--- config.mk ---
export PLATFORM = sky130hd
export DESIGN_NAME = write_sram_flat
export DESIGN_NICKNAME = d
export VERILOG_FILES = /design/src/rtl/write_sram_pkg.sv /design/src/rtl/write_sram_if.sv /design/src/rtl/write_sram.sv /design/src/flat_wrapper.sv
export SDC_FILE = /design/constraint.sdc
export NUM_CORES = 1
export LEC_CHECK = 0
export ABC_AREA = 1
export ABC_CLOCK_PERIOD_IN_PS = 1420
export BUFFER_PORTS_ARGS = -buffer_cell sky130_fd_sc_hd__buf_2
export CAP_MARGIN = 25
export CORE_UTILIZATION = 47
export CTS_CLUSTER_SIZE = 16
export DETAILED_ROUTE_END_ITERATION = 6
export HOLD_SLACK_MARGIN = 0.15
export PLACE_DENSITY = 0.73
export SETUP_SLACK_MARGIN = 0.5
export SYNTH_ARGS = -nofsm -noshare
export SYNTH_HDL_FRONTEND = slang
export SYNTH_SLANG_ARGS = --single-unit
--- constraint.sdc ---
create_clock -name clk -period 1.42 [get_ports clk]
set_input_delay 0.071 -clock clk [delete_from_list [all_inputs] [get_ports clk]]
set_output_delay 0.071 -clock clk [all_outputs]
set_load 0.1 [all_outputs]
--- src/rtl/write_sram_pkg.sv ---
// Shared types and defaults for the tile loader (also consumed by read_sram).
// State encodings are fixed 3-bit values so both sides agree on them.
package write_sram_pkg;
  localparam int ADDR_W_DEF     = 16;
  localparam int TILE_WORDS_DEF = 8192;  // 128x128 8-bit pixels, two per word

  typedef enum logic [2:0] {
    S_IDLE  = 3'd0,
    S_LOW   = 3'd1,
    S_HIGH  = 3'd2,
    S_WRITE = 3'd3,
    S_DONE  = 3'd4
  } state_e;
endpackage

--- src/rtl/write_sram_if.sv ---
// Pixel stream in, SRAM write port out, plus tile start/done handshake.
interface write_sram_if
  import write_sram_pkg::*;
#(
  parameter int ADDR_W = ADDR_W_DEF
);
  logic              load_enable;
  logic [7:0]        pixel_in;
  logic              pixel_valid;
  logic              pixel_ready;
  logic [ADDR_W-1:0] sram_addr;
  logic [15:0]       sram_data;
  logic              sram_we_n;
  logic              start_jpeg;
  logic              jpeg_done;
  logic              busy;

  modport slave (
    input  load_enable, pixel_in, pixel_valid, jpeg_done,
    output pixel_ready, sram_addr, sram_data, sram_we_n, start_jpeg, busy
  );

  modport master (
    output load_enable, pixel_in, pixel_valid, jpeg_done,
    input  pixel_ready, sram_addr, sram_data, sram_we_n, start_jpeg, busy
  );
endinterface

--- src/rtl/write_sram.sv ---
// Packs a pixel byte stream into 16-bit little-endian words and writes one tile
// to SRAM, then pulses start_jpeg and waits for jpeg_done. TILE_WORDS <= 2**ADDR_W.
module write_sram
  import write_sram_pkg::*;
#(
  parameter int ADDR_W     = ADDR_W_DEF,
  parameter int TILE_WORDS = TILE_WORDS_DEF
) (
  input  logic         clk,
  input  logic         rst,
  write_sram_if.slave  bus
);
  localparam logic [ADDR_W-1:0] LAST_ADDR = ADDR_W'(TILE_WORDS - 1);

  state_e            state_q, state_d;
  // The word counter and the word address always move together, so one register serves both.
  logic [ADDR_W-1:0] addr_q, addr_d;
  logic [15:0]       data_q, data_d;
  logic              we_n_q, we_n_d;
  logic              start_q, start_d;

  always_ff @(posedge clk or negedge rst) begin
    if (!rst) begin
      state_q <= S_IDLE;
      addr_q  <= '0;
      data_q  <= '0;
      we_n_q  <= 1'b1;
      start_q <= 1'b0;
    end else begin
      state_q <= state_d;
      addr_q  <= addr_d;
      data_q  <= data_d;
      we_n_q  <= we_n_d;
      start_q <= start_d;
    end
  end

  always_comb begin
    state_d = state_q;
    addr_d  = addr_q;
    data_d  = data_q;
    case (state_q)
      S_IDLE:
        if (bus.load_enable) begin
          state_d = S_LOW;
          addr_d  = '0;
        end
      S_LOW:
        if (bus.pixel_valid) begin
          data_d[7:0] = bus.pixel_in;
          state_d     = S_HIGH;
        end
      S_HIGH:
        if (bus.pixel_valid) begin
          data_d[15:8] = bus.pixel_in;
          state_d      = S_WRITE;
        end
      S_WRITE:
        if (addr_q == LAST_ADDR) begin
          state_d = S_DONE;
        end else begin
          addr_d  = addr_q + 1'b1;
          state_d = S_LOW;
        end
      S_DONE:
        if (bus.jpeg_done) state_d = S_IDLE;
      default: state_d = S_IDLE;
    endcase
    // Strobe and start are registered off the next state so they align with WRITE / first DONE cycle.
    we_n_d  = (state_d != S_WRITE);
    start_d = (state_q == S_WRITE) && (state_d == S_DONE);
  end

  assign bus.pixel_ready = (state_q == S_LOW) || (state_q == S_HIGH);
  assign bus.busy        = (state_q != S_IDLE);
  assign bus.sram_addr   = addr_q;
  assign bus.sram_data   = data_q;
  assign bus.sram_we_n   = we_n_q;
  assign bus.start_jpeg  = start_q;
endmodule

--- src/flat_wrapper.sv ---
// flat-port wrapper written by rule: the top's interface ports become plain ports
module write_sram_flat import write_sram_pkg::*;
#(
  parameter int ADDR_W     = ADDR_W_DEF,
  parameter int TILE_WORDS = TILE_WORDS_DEF
)
  (clk, rst, bus_load_enable, bus_pixel_in, bus_pixel_valid, bus_jpeg_done, bus_pixel_ready, bus_sram_addr, bus_sram_data, bus_sram_we_n, bus_start_jpeg, bus_busy);
  write_sram_if #(.ADDR_W(ADDR_W)) bus_i ();
  input  logic clk;
  input  logic rst;
  input wire logic [$bits(bus_i.load_enable)-1:0] bus_load_enable;
  input wire logic [$bits(bus_i.pixel_in)-1:0] bus_pixel_in;
  input wire logic [$bits(bus_i.pixel_valid)-1:0] bus_pixel_valid;
  input wire logic [$bits(bus_i.jpeg_done)-1:0] bus_jpeg_done;
  output wire logic [$bits(bus_i.pixel_ready)-1:0] bus_pixel_ready;
  output wire logic [$bits(bus_i.sram_addr)-1:0] bus_sram_addr;
  output wire logic [$bits(bus_i.sram_data)-1:0] bus_sram_data;
  output wire logic [$bits(bus_i.sram_we_n)-1:0] bus_sram_we_n;
  output wire logic [$bits(bus_i.start_jpeg)-1:0] bus_start_jpeg;
  output wire logic [$bits(bus_i.busy)-1:0] bus_busy;
  assign bus_i.load_enable = bus_load_enable;
  assign bus_i.pixel_in = bus_pixel_in;
  assign bus_i.pixel_valid = bus_pixel_valid;
  assign bus_i.jpeg_done = bus_jpeg_done;
  assign bus_pixel_ready = bus_i.pixel_ready;
  assign bus_sram_addr = bus_i.sram_addr;
  assign bus_sram_data = bus_i.sram_data;
  assign bus_sram_we_n = bus_i.sram_we_n;
  assign bus_start_jpeg = bus_i.start_jpeg;
  assign bus_busy = bus_i.busy;
  write_sram #(.ADDR_W(ADDR_W), .TILE_WORDS(TILE_WORDS)) u_core (.clk(clk), .rst(rst), .bus(bus_i));
endmodule
==> impl_metrics.tcl, run 1 <==
set metrics [dict create \
    synth_seq_area_share_pct 49.4 \
    post-synth-top-count-cell "nand2_1" \
    synth.distinct_cells 25 \
    rows 22 \
    yosysTopAreaCell "dfrtp_1" \
    netlist.area_leader.share_pct 48.0 \
    ctsHtreeMaxLevel 2 \
    start_util_pct 50.2 \
    syn_area_um2 1880 \
    synth_edf_count 0 \
    die_w_um 65.2 \
    cts-root-buf "clkbuf_8" \
    synthTopCellsByCount "74 x nand2_1, 36 x dfrtp_1, 31 x nand3_1" \
    cts_sinks 37 \
    cts_made_buffers 5 \
    worst_endpoint_kind "register input" \
    io-pin-count 49 \
    haltStage "global routing (5_1_grt)" \
    async_flop_share_pct 100 \
    place_hpwl_um 3450 \
    status "aborted with a tool error" \
    error_line "[ERROR DPL-0038] Utilization greater than 100%, impossible to legalize" \
    port_buffers 48 \
    yosysWarningCount 0 \
    grt_max_degree 18 \
    ys_ff_latch 37 \
    synth.avg_cell_area_um2 7.86 \
    synthesis.nets 253 \
    synth_cells 239 \
    synthFlopType "dfrtp_1" \
    die_y_um 65.2 \
    clockBufferDepth 2 \
    gp_congestion 0.867 \
    yosys-top-cells-area "dfrtp_1 48%, nand2_1 15%, nand3_1 8.3%, inv_1 4.8%, o21ai_0 4.5%" \
    worst_endpoint "u_core.state_q[0]$_DFF_PN0_/D" \
]
==> through the flow <==
stage	cell area [µm²]	cells	setup WS, ns
2_1_floorplan	2010	239	-0.291
3_3_place_gp	2510	357	-0.0143
3_5_place_dp	2510	357	-0.0578
4_1_cts	3450	388	-0.0323
==> cell families after synthesis <==
group	share of synthesized area [%]
AO/OA/AOI/OAI	4.93
adder cells (fa/ha/maj)	0.666
flip-flops	49.4
buffers and inverters	6.46
XOR/XNOR	1.87
AND/OR/NAND/NOR	36.7
==> what timing repair did <==
item / in CTS
setup endpoints to repair: 73
buffers inserted: 10
gates resized for setup: 178
endpoints found under the hold margin: 54
pin swaps: 3
hold buffers: 10
cloned: 3
==> run 2: changes to the inputs <==
- ABC_CLOCK_PERIOD_IN_PS: 1420 -> 1800
- CORE_UTILIZATION: 47 -> 40
- CTS_CLUSTER_SIZE: 16 -> not set
- HOLD_SLACK_MARGIN: 0.15 -> not set
- PLACE_DENSITY: 0.73 -> not set
- PLACE_DENSITY_LB_ADDON: not set -> 0.15
- SETUP_SLACK_MARGIN: 0.5 -> not set
- clock period: 1.42 -> 1.8 ns (I/O delays scaled with it)
==> run 2 against run 1 <==
The flow now finishes, with violations (design-rule violations). Synthesized area unchanged. Synthesized cell count is the same.
==> impl_metrics.tcl, run 2 <==
set metrics [dict create \
    gp_congestion 0.833 \
    clk_pin_slew_ns 0.08 \
    die_y_um 70.5 \
    slew_headroom_pct 67.3 \
    viasPerCell 4.90 \
    worst_slack_ns 0.135 \
    port_buffers 48 \
    dieArea_um2 4970 \
    ff2ff_path_depth 7 \
    violations "design-rule violations" \
    antenna_left 0 \
    synth_seq_area_share_pct 49.4 \
    ys_ff_latch 37 \
    fin_tns_setup_ns 0 \
    max-cap-violations 0 \
    cp-end-kind "output pin" \
    async_flop_share_pct 100 \
    holdCritStartpoint "bus_pixel_in[0]" \
    synthTopCellsByCount "74 x nand2_1, 36 x dfrtp_1, 31 x nand3_1" \
    fillers 440 \
    yosysTopAreaCell "dfrtp_1" \
    crit_arrival_ns 1.57 \
    crit_type "flip-flop to output pin" \
    io-pin-count 49 \
    final-setup-viol-count 0 \
    drive_gt1_share_pct 29.7 \
    synthAdderAreaFrac_pct 0.666 \
    rows 24 \
    cts_sinks 37 \
    synth_edf_count 0 \
    synthFlopType "dfrtp_1" \
    final_cells 348 \
    netlist.area_leader.share_pct 48.0 \
    cp-start-kind "flip-flop" \
    finalWirelength_um 4450 \
    ctsHtreeMaxLevel 2 \
    post-synth-top-count-cell "nand2_1" \
    start_util_pct 42.3 \
    holdPathStages 3 \
    drc 2 \
    synth_compound_area_share_pct 4.93 \
    place_hpwl_um 3160 \
    grt_pass1_vias 1593 \
    yosysWarningCount 0 \
    worst_ep_required_time_ns 1.71 \
    post-route-util_pct 52.9 \
    place_ws_ns 0.203 \
    cts-root-buf "clkbuf_8" \
    synth.avg_cell_area_um2 7.86 \
    worstPathMaxFanout 4 \
    hold_end "u_core.bus.sram_data[0]" \
    grt_util_all_layers_pct 19.9 \
    synth_cells 239 \
    r2r_end "u_core.state_q[0]" \
    crit_start "u_core.state_q[2]" \
    antenna_found_initial 0 \
    multiInputGateArea_um2 842 \
    status "finished with violations" \
    cts_made_buffers 5 \
    finalCritPeriodShare_pct 92.5 \
    p_leak_nw 1.25 \
    synthesis.nets 253 \
    grt-ovfl-total 0 \
    die_w_um 70.5 \
    vdd_drop_max_mv 1.09 \
    clockBufferDepth 2 \
    r2r_setup_slack_ns 0.19 \
    min_period_ns 1.66 \
    core-area_um2 4440 \
    synth.distinct_cells 25 \
    area_growth_pct 25.3 \
    synth_simple_gate_area_share_pct 36.7 \
    slew_viol_final 0 \
    synth_top_family_by_area "simple AND/OR/NAND/NOR gates" \
    dp_cells 339 \
    wire_per_inst_um 12.8 \
    grt_first_pass_wirelength_um 7680 \
    yosys-top-cells-area "dfrtp_1 48%, nand2_1 15%, nand3_1 8.3%, inv_1 4.8%, o21ai_0 4.5%" \
    first_pass_iters 7 \
    nNetsFinal 309 \
    skew_ns 0.00639 \
    num_vias 1704 \
    grt_max_degree 38 \
    diodes 0 \
    seqCellArea_um2 948 \
    drtIter0Drc 146 \
    fin_total_pwr_mw 4.31 \
    final_common_cell "nand2_1" \
    worst_pin_slew_ns 0.494 \
    r2r_start "u_core.bus.sram_addr[0]" \
    final_cell_mix "74 x nand2_1, 48 x buf_2, 31 x nand3_1" \
    min_path_type "primary input to flip-flop" \
    fmax_ghz 0.601 \
    cellPowerDensity_nw_per_um2 1830 \
    rsz0062_at_grt "false" \
    insertion_delay_ns 0.29 \
    hold_viol 0 \
    synth-xor-area-share_pct 1.87 \
    cts_tree "built" \
    synth_mux_area_share_pct 0 \
    syn_area_um2 1880 \
]
==> run 2: worst max-delay path by stage <==
| stage | endpoint | slack (ns) | cells after the start |
|---|---|---|---|
| final | bus_pixel_ready | 0.14 | 4 |
| after CTS | bus_pixel_ready | 0.12 | 4 |
| after detailed placement | u_core.state_q[0] | 0.20 | 7 |
| after floorplan | u_core.bus.sram_addr[13] | 0.008 | 8 |
| after global placement | u_core.state_q[0] | 0.26 | 7 |
| after global routing | u_core.bus.sram_addr[7] | 0.04 | 8 |
==> run 2: cell type report <==
class                           instances  share of cell area, %
Inverter                               25                   3.99
Sequential cell                        37                   40.3
Clock inverter                          3                   1.97
Multi-Input combinational cell        172                   35.8
Tap cell                               52                   2.77
Clock buffer                            5                   2.93
Timing Repair Buffer                   54                   12.2
==> run 2: logic make-up (layout without fill, tap and decap cells) <==
| kind of cell | count (synthesis) | after routing |
|---|---|---|
| AND/OR/NAND/NOR | 149 | 149 |
| XOR/XNOR | 4 | 4 |
| flip-flops | 37 | 37 |
| buffers and inverters | 30 | 87 |
| adder cells (fa/ha/maj) | 1 | 1 |
| AO/OA/AOI/OAI | 18 | 18 |
==> run 2: critical path, cell delays in order, from the launching register on <==
cell,delay (ns)
dfrtp_1,0.42
nor2_1,0.26
nand2_1,0.11
nand2_1,0.08
buf_2,0.42
==> run 2: through the flow <==
stage | instance area [µm²] | hold WS, ns
global route | 2350 | 0.0606
finish | 2350 | 0.0621
floorplan | 1910 | -0.206
CTS | 2350 | 0.0523
global placement | 2230 | 0.169
detailed placement | 2230 | 0.168
==> run 2: layer usage <==
metal	wire, µm	global-route usage [%]	part of all wire, %
met1	2160	28.3	48
met2	2070	30.3	46
met3	198	5.19	4.4
met4	25	4.99	0.56
met5	0	0	0
==> run 2: what timing repair did <==
item / in CTS / in global routing
resized for setup: 0 / 0
endpoints found under the hold margin: 36 / 0
hold buffers: 1 / 0
buffers inserted: 0 / 0
==> run 2: power breakdown <==
group,switching (mW),internal (mW),total (mW)
clock network,0.314,0.415,0.728
logic,2.07,0.345,2.41
registers,0.127,1.05,1.18
total,2.51,1.81,4.31
No activity file was read; power rests on OpenSTA's default activity.
==> run 3: changes to the inputs <==
- BUFFER_PORTS_ARGS: -buffer_cell sky130_fd_sc_hd__buf_2 -> not set
- CORE_UTILIZATION: 40 -> 45
- DONT_BUFFER_PORTS: not set -> 1
- PLACE_DENSITY_LB_ADDON: 0.15 -> not set
==> run 3 against run 2 <==
The flow now finishes without violations. Global-route usage grew 2.3 points. Via count grew 2.1%. Highest routed layer unchanged. First-iteration DRC count is 23% lower. Maximum frequency increased by 3.8%. Routed wire length up 1.0%. Count of clock-buffer cells in the layout is 1 higher. Cell count fell by 0.86%. Flip-flop and latch count is the same. Die area shrank 11%. Setup slack gained 0.062 ns. Combinational power increased by 6%. Power increased by 4.4%.
==> impl_metrics.tcl, run 3 (synthesis gave the netlist of run 2 again) <==
set metrics [dict create \
    r2r_end "u_core.state_q[0]" \
    min_period_ns 1.60 \
    skew_ns 0.00435 \
    io-pin-count 49 \
    finalWirelength_um 4500 \
    max-cap-violations 0 \
    area_growth_pct 33.2 \
    drc 0 \
    vdd_drop_max_mv 1.83 \
    die_w_um 66.6 \
    die_y_um 66.6 \
    core-area_um2 4000 \
    final_cell_mix "74 x nand2_1, 42 x buf_4, 31 x nand3_1" \
    r2r_setup_slack_ns 0.20 \
    clk_pin_slew_ns 0.07 \
    fin_total_pwr_mw 4.50 \
    cts_tree "built" \
    cp.depth 7 \
    placed_area_um2 2260 \
    port_buffers 0 \
    crit_path_cell_trace "ha_4 -> nand3_2 -> nor3_4 -> nand2_2 -> nand2_4 -> nand2_4 -> or2_1" \
    grt_util_all_layers_pct 22.2 \
    post-route-util_pct 62.6 \
    antenna_left 0 \
    dieArea_um2 4440 \
    cts-hold-fix-buffers 11 \
    crit_type "flip-flop to flip-flop" \
    wire_per_inst_um 13.0 \
    cts-root-buf "clkbuf_8" \
    cts_sinks 37 \
    fin_worst_hold_slack_ns 0.0418 \
    drive_gt1_share_pct 26.4 \
    worstPathMaxFanout 10 \
    grt_first_pass_wirelength_um 7220 \
    fmax_ghz 0.624 \
    drtIter0Drc 113 \
    hold_viol 0 \
    p_leak_nw 1.27 \
    num_vias 1740 \
    insertion_delay_ns 0.29 \
    endpoint "u_core.state_q[0]" \
    cts_resized 0 \
    viasPerCell 5.04 \
    worst_pin_slew_ns 0.486 \
    grt-ovfl-total 0 \
    crit_start "u_core.bus.sram_addr[0]" \
    cellPowerDensity_nw_per_um2 1800 \
    crit_arrival_ns 1.79 \
    nNetsFinal 308 \
    cpLargestDelayFamily "simple AND/OR/NAND/NOR gates" \
    place_hpwl_um 3130 \
    grt_pass1_vias 1646 \
    cp-start-kind "flip-flop" \
    start_util_pct 47.0 \
    min_path_type "primary input to flip-flop" \
    cp_num_buf_inv 0 \
    fillers 337 \
    diodes 0 \
    final-setup-viol-count 0 \
    gp_congestion 0.854 \
    rsz0062_at_grt "false" \
    fin_area_um2 2500 \
    ff2ff_path_depth 7 \
    slew_viol_final 0 \
    clockBufferDepth 2 \
    grt_max_degree 38 \
    cts_setup_buffers 0 \
    r2r_start "u_core.bus.sram_addr[0]" \
    ctsHtreeMaxLevel 2 \
    finalCritPeriodShare_pct 89.1 \
    status "completed" \
    first_pass_iters 4 \
    cts_made_buffers 5 \
    crit_path_top_delay_cell "dfrtp_4" \
    rows 23 \
    slowest_delay_ns 0.46 \
    slew_headroom_pct 67.7 \
    cp-end-kind "flip-flop" \
    worst_ep_required_time_ns 1.98 \
    cp_common_cell "nand2_4" \
    fin_tns_setup_ns 0 \
    antenna_found_initial 0 \
    final_common_cell "nand2_1" \
]
[run 3: power by group]
group	internal [mW]	total [mW]	switching (mW)	leakage [nW]
combinational	0.486	2.56	2.07	0.743
sequential	1.05	1.18	0.132	0.465
clock	0.450	0.762	0.312	0.0574
[run 3: how the worst min path moves through the flow]
stage	startpoint	slack (ns)	endpoint	cells past startpoint
4_1_cts	bus_pixel_valid	0.04	u_core.bus.sram_we_n	2
3_5_place_dp	rst	-0.20	u_core.bus.sram_addr[2]	0
5_1_grt	bus_pixel_valid	0.05	u_core.bus.sram_we_n	2
6_report	bus_pixel_valid	0.04	u_core.bus.sram_we_n	2
2_1_floorplan	rst	-0.21	u_core.bus.sram_addr[10]	0
3_3_place_gp	rst	-0.20	u_core.bus.sram_addr[2]	0
[run 3: layout make-up]
cell class                 count  area [µm²]  area share (%)
sequential                    37         948            37.9
tap                           50        62.6            2.50
multi-input combinational    172         842            33.7
clock inverter                 2        37.5            1.50
inverter                      25        93.8            3.75
timing repair buffer          53         435            17.4
clock buffer                   6        82.6            3.30
[run 3: per-stage QoR]
stage | setup slack [ns] | std cells
floorplan | 0.00831 | 239
detailed placement | 0.197 | 326
finish | 0.197 | 345
CTS | 0.190 | 345
global placement | 0.251 | 326
global route | 0.0822 | 345
[run 3: routing by layer]
layer | vias up | wire length [µm] | track usage, %
met3 | 9 | 343 | 6.85
met4 | 0 | 89 | 9.31
met2 | 62 | 2180 | 37.8
li1 | 877 | - | -
met1 | 792 | 1890 | 25.7
met5 | - | 0 | 0
[run 3: worst register-to-register path: stages, from the launching register on]
cell	delay, ns
dfrtp_4	0.46
ha_4	0.17
nand3_2	0.12
nor3_4	0.19
nand2_2	0.09
nand2_4	0.14
nand2_4	0.10
or2_1	0.22
==> run 4: changes to the inputs <==
- CORE_AREA: not set -> 2 2 63 65
- CORE_UTILIZATION: 45 -> not set
- DIE_AREA: not set -> 0 0 65 67
- PLACE_DENSITY: not set -> 0.66
==> run 4 against run 3 <==
Critical endpoint is now u_core.bus.sram_addr[9]. Setup slack better by 0.042 ns. Maximum frequency is 2.7% higher. Count of clock-buffer cells in the layout stayed put. Clock power is 6.7% lower. Via count is 1.4% lower. Sequential power hardly changed. Flip-flop and latch count stayed put. Power is 1.1% lower. Critical path depth is 1 higher. Critical path type unchanged.
==> impl_metrics.tcl, run 4 (synthesis gave the netlist of run 2 again) <==
set metrics [dict create \
    status "completed" \
    fin_worst_hold_slack_ns 0.0275 \
    cellPowerDensity_nw_per_um2 1810 \
    cp-start-kind "flip-flop" \
    drive_gt1_share_pct 25.3 \
    finalWirelength_um 4500 \
    rows 22 \
    cts_resized 0 \
    diodes 0 \
    holdPathStages 3 \
    r2r_setup_slack_ns 0.24 \
    final_common_cell "nand2_1" \
    nNetsFinal 305 \
    r2r_start "u_core.bus.sram_addr[0]" \
    r2r_end "u_core.bus.sram_addr[9]" \
    grt_max_degree 38 \
    insertion_delay_ns 0.29 \
    drc 0 \
    cts-root-buf "clkbuf_8" \
    die_y_um 67 \
    first_pass_iters 5 \
    antenna_left 0 \
    slew_viol_final 0 \
    vdd_drop_max_mv 1.23 \
    p_leak_nw 1.25 \
    hold_end "u_core.state_q[0]" \
    cts_setup_buffers 0 \
    skew_ns 0.00611 \
    final-setup-viol-count 0 \
    cts_made_buffers 5 \
    max-cap-violations 0 \
    worst_pin_slew_ns 0.485 \
    gp_congestion 0.830 \
    finalCritPeriodShare_pct 86.7 \
    grt-ovfl-total 0 \
    final_cell_mix "74 x nand2_1, 39 x buf_4, 31 x nand3_1" \
    drtIter0Drc 93 \
    worstPathMaxFanout 16 \
    cp-end-kind "flip-flop" \
    io-pin-count 49 \
    core-area_um2 3610 \
    area_growth_pct 31.2 \
    crit_arrival_ns 1.79 \
    min_path_type "primary input to flip-flop" \
    fmax_ghz 0.641 \
    clk_pin_slew_ns 0.08 \
    place_hpwl_um 3150 \
    ff2ff_path_depth 8 \
    hold_viol 0 \
    min_period_ns 1.56 \
    placed_area_um2 2240 \
    antenna_found_initial 0 \
    num_vias 1716 \
    die_w_um 65 \
    clockBufferDepth 2 \
    cts_tree "built" \
    grt_pass1_vias 1599 \
    grt_first_pass_wirelength_um 7310 \
    fin_area_um2 2460 \
    wire_per_inst_um 13.2 \
    slew_headroom_pct 67.7 \
    grt_util_all_layers_pct 22.3 \
    ctsHtreeMaxLevel 2 \
    worst_ep_required_time_ns 2.03 \
    viasPerCell 5.05 \
    crit_type "flip-flop to flip-flop" \
    port_buffers 0 \
    rsz0062_at_grt "false" \
    holdCritStartpoint "bus_pixel_valid" \
    dieArea_um2 4360 \
    fin_tns_setup_ns 0 \
    start_util_pct 52.1 \
    cts_sinks 37 \
]
-- run 4: repair_timing --
item,in CTS,in global routing
hold buffers,11,0
setup endpoints to repair,0,0
endpoints found under the hold margin,54,0
-- run 4: stage by stage --
step | worst slack, ns | std cells | util (%) | total power [mW]
after floorplan | 0.00831 | 239 | - | 3.20
after global routing | 0.103 | 340 | 68.4 | 4.62
final | 0.239 | 340 | 68.4 | 4.45
after global placement | 0.300 | 321 | 62.0 | 3.69
after detailed placement | 0.270 | 321 | 62.0 | 3.72
after CTS | 0.248 | 340 | 68.4 | 4.47
-- run 4: worst max-delay path: stages, from the launching register on --
cell and delay (ns):
dfrtp_4 0.45, ha_4 0.17, nand3_2 0.12, nor3_4 0.19, nand2_2 0.10, nand2_4 0.08
buf_4 0.22, nand3_1 0.10, nand2_1 0.08
-- run 4: metal layers --
metal / track usage, % / vias to the layer above / share of wire [%]
li1: - / 874 / -
met1: 29.9 / 784 / 45
met2: 34.8 / 50 / 47
met3: 5.57 / 8 / 6.4
met4: 8.24 / 0 / 1.5
met5: 0 / - / 0
-- run 4: cell type report --
cell class / count / area [µm²]
fillers: 302 / 1140
flip-flops and latches: 37 / 948
multi-input cells: 172 / 842
repair buffers: 50 / 413
inverters: 25 / 93.8
clock buffers: 6 / 72.6
well taps: 48 / 60.1
clock inverters: 2 / 35.0
-- run 4: how the worst max path moves through the flow --
| stage | end | slack (ns) | startpoint |
|---|---|---|---|
| floorplan | u_core.bus.sram_addr[13] | 0.008 | u_core.bus.sram_addr[14] |
| global placement | u_core.bus.sram_addr[7] | 0.30 | u_core.state_q[2] |
| detailed placement | u_core.bus.sram_addr[4] | 0.27 | u_core.bus.sram_addr[0] |
| CTS | u_core.bus.sram_addr[4] | 0.25 | u_core.bus.sram_addr[0] |
| global route | u_core.bus.sram_addr[9] | 0.10 | u_core.state_q[2] |
| finish | u_core.bus.sram_addr[9] | 0.24 | u_core.bus.sram_addr[0] |
-- run 4: report_power, final --
part,switching (mW),leakage [nW],total (mW),internal (mW)
logic,2.10,0.729,2.57,0.470
registers,0.122,0.465,1.17,1.05
clock network,0.300,0.0552,0.711,0.411
total,2.52,1.25,4.45,1.93
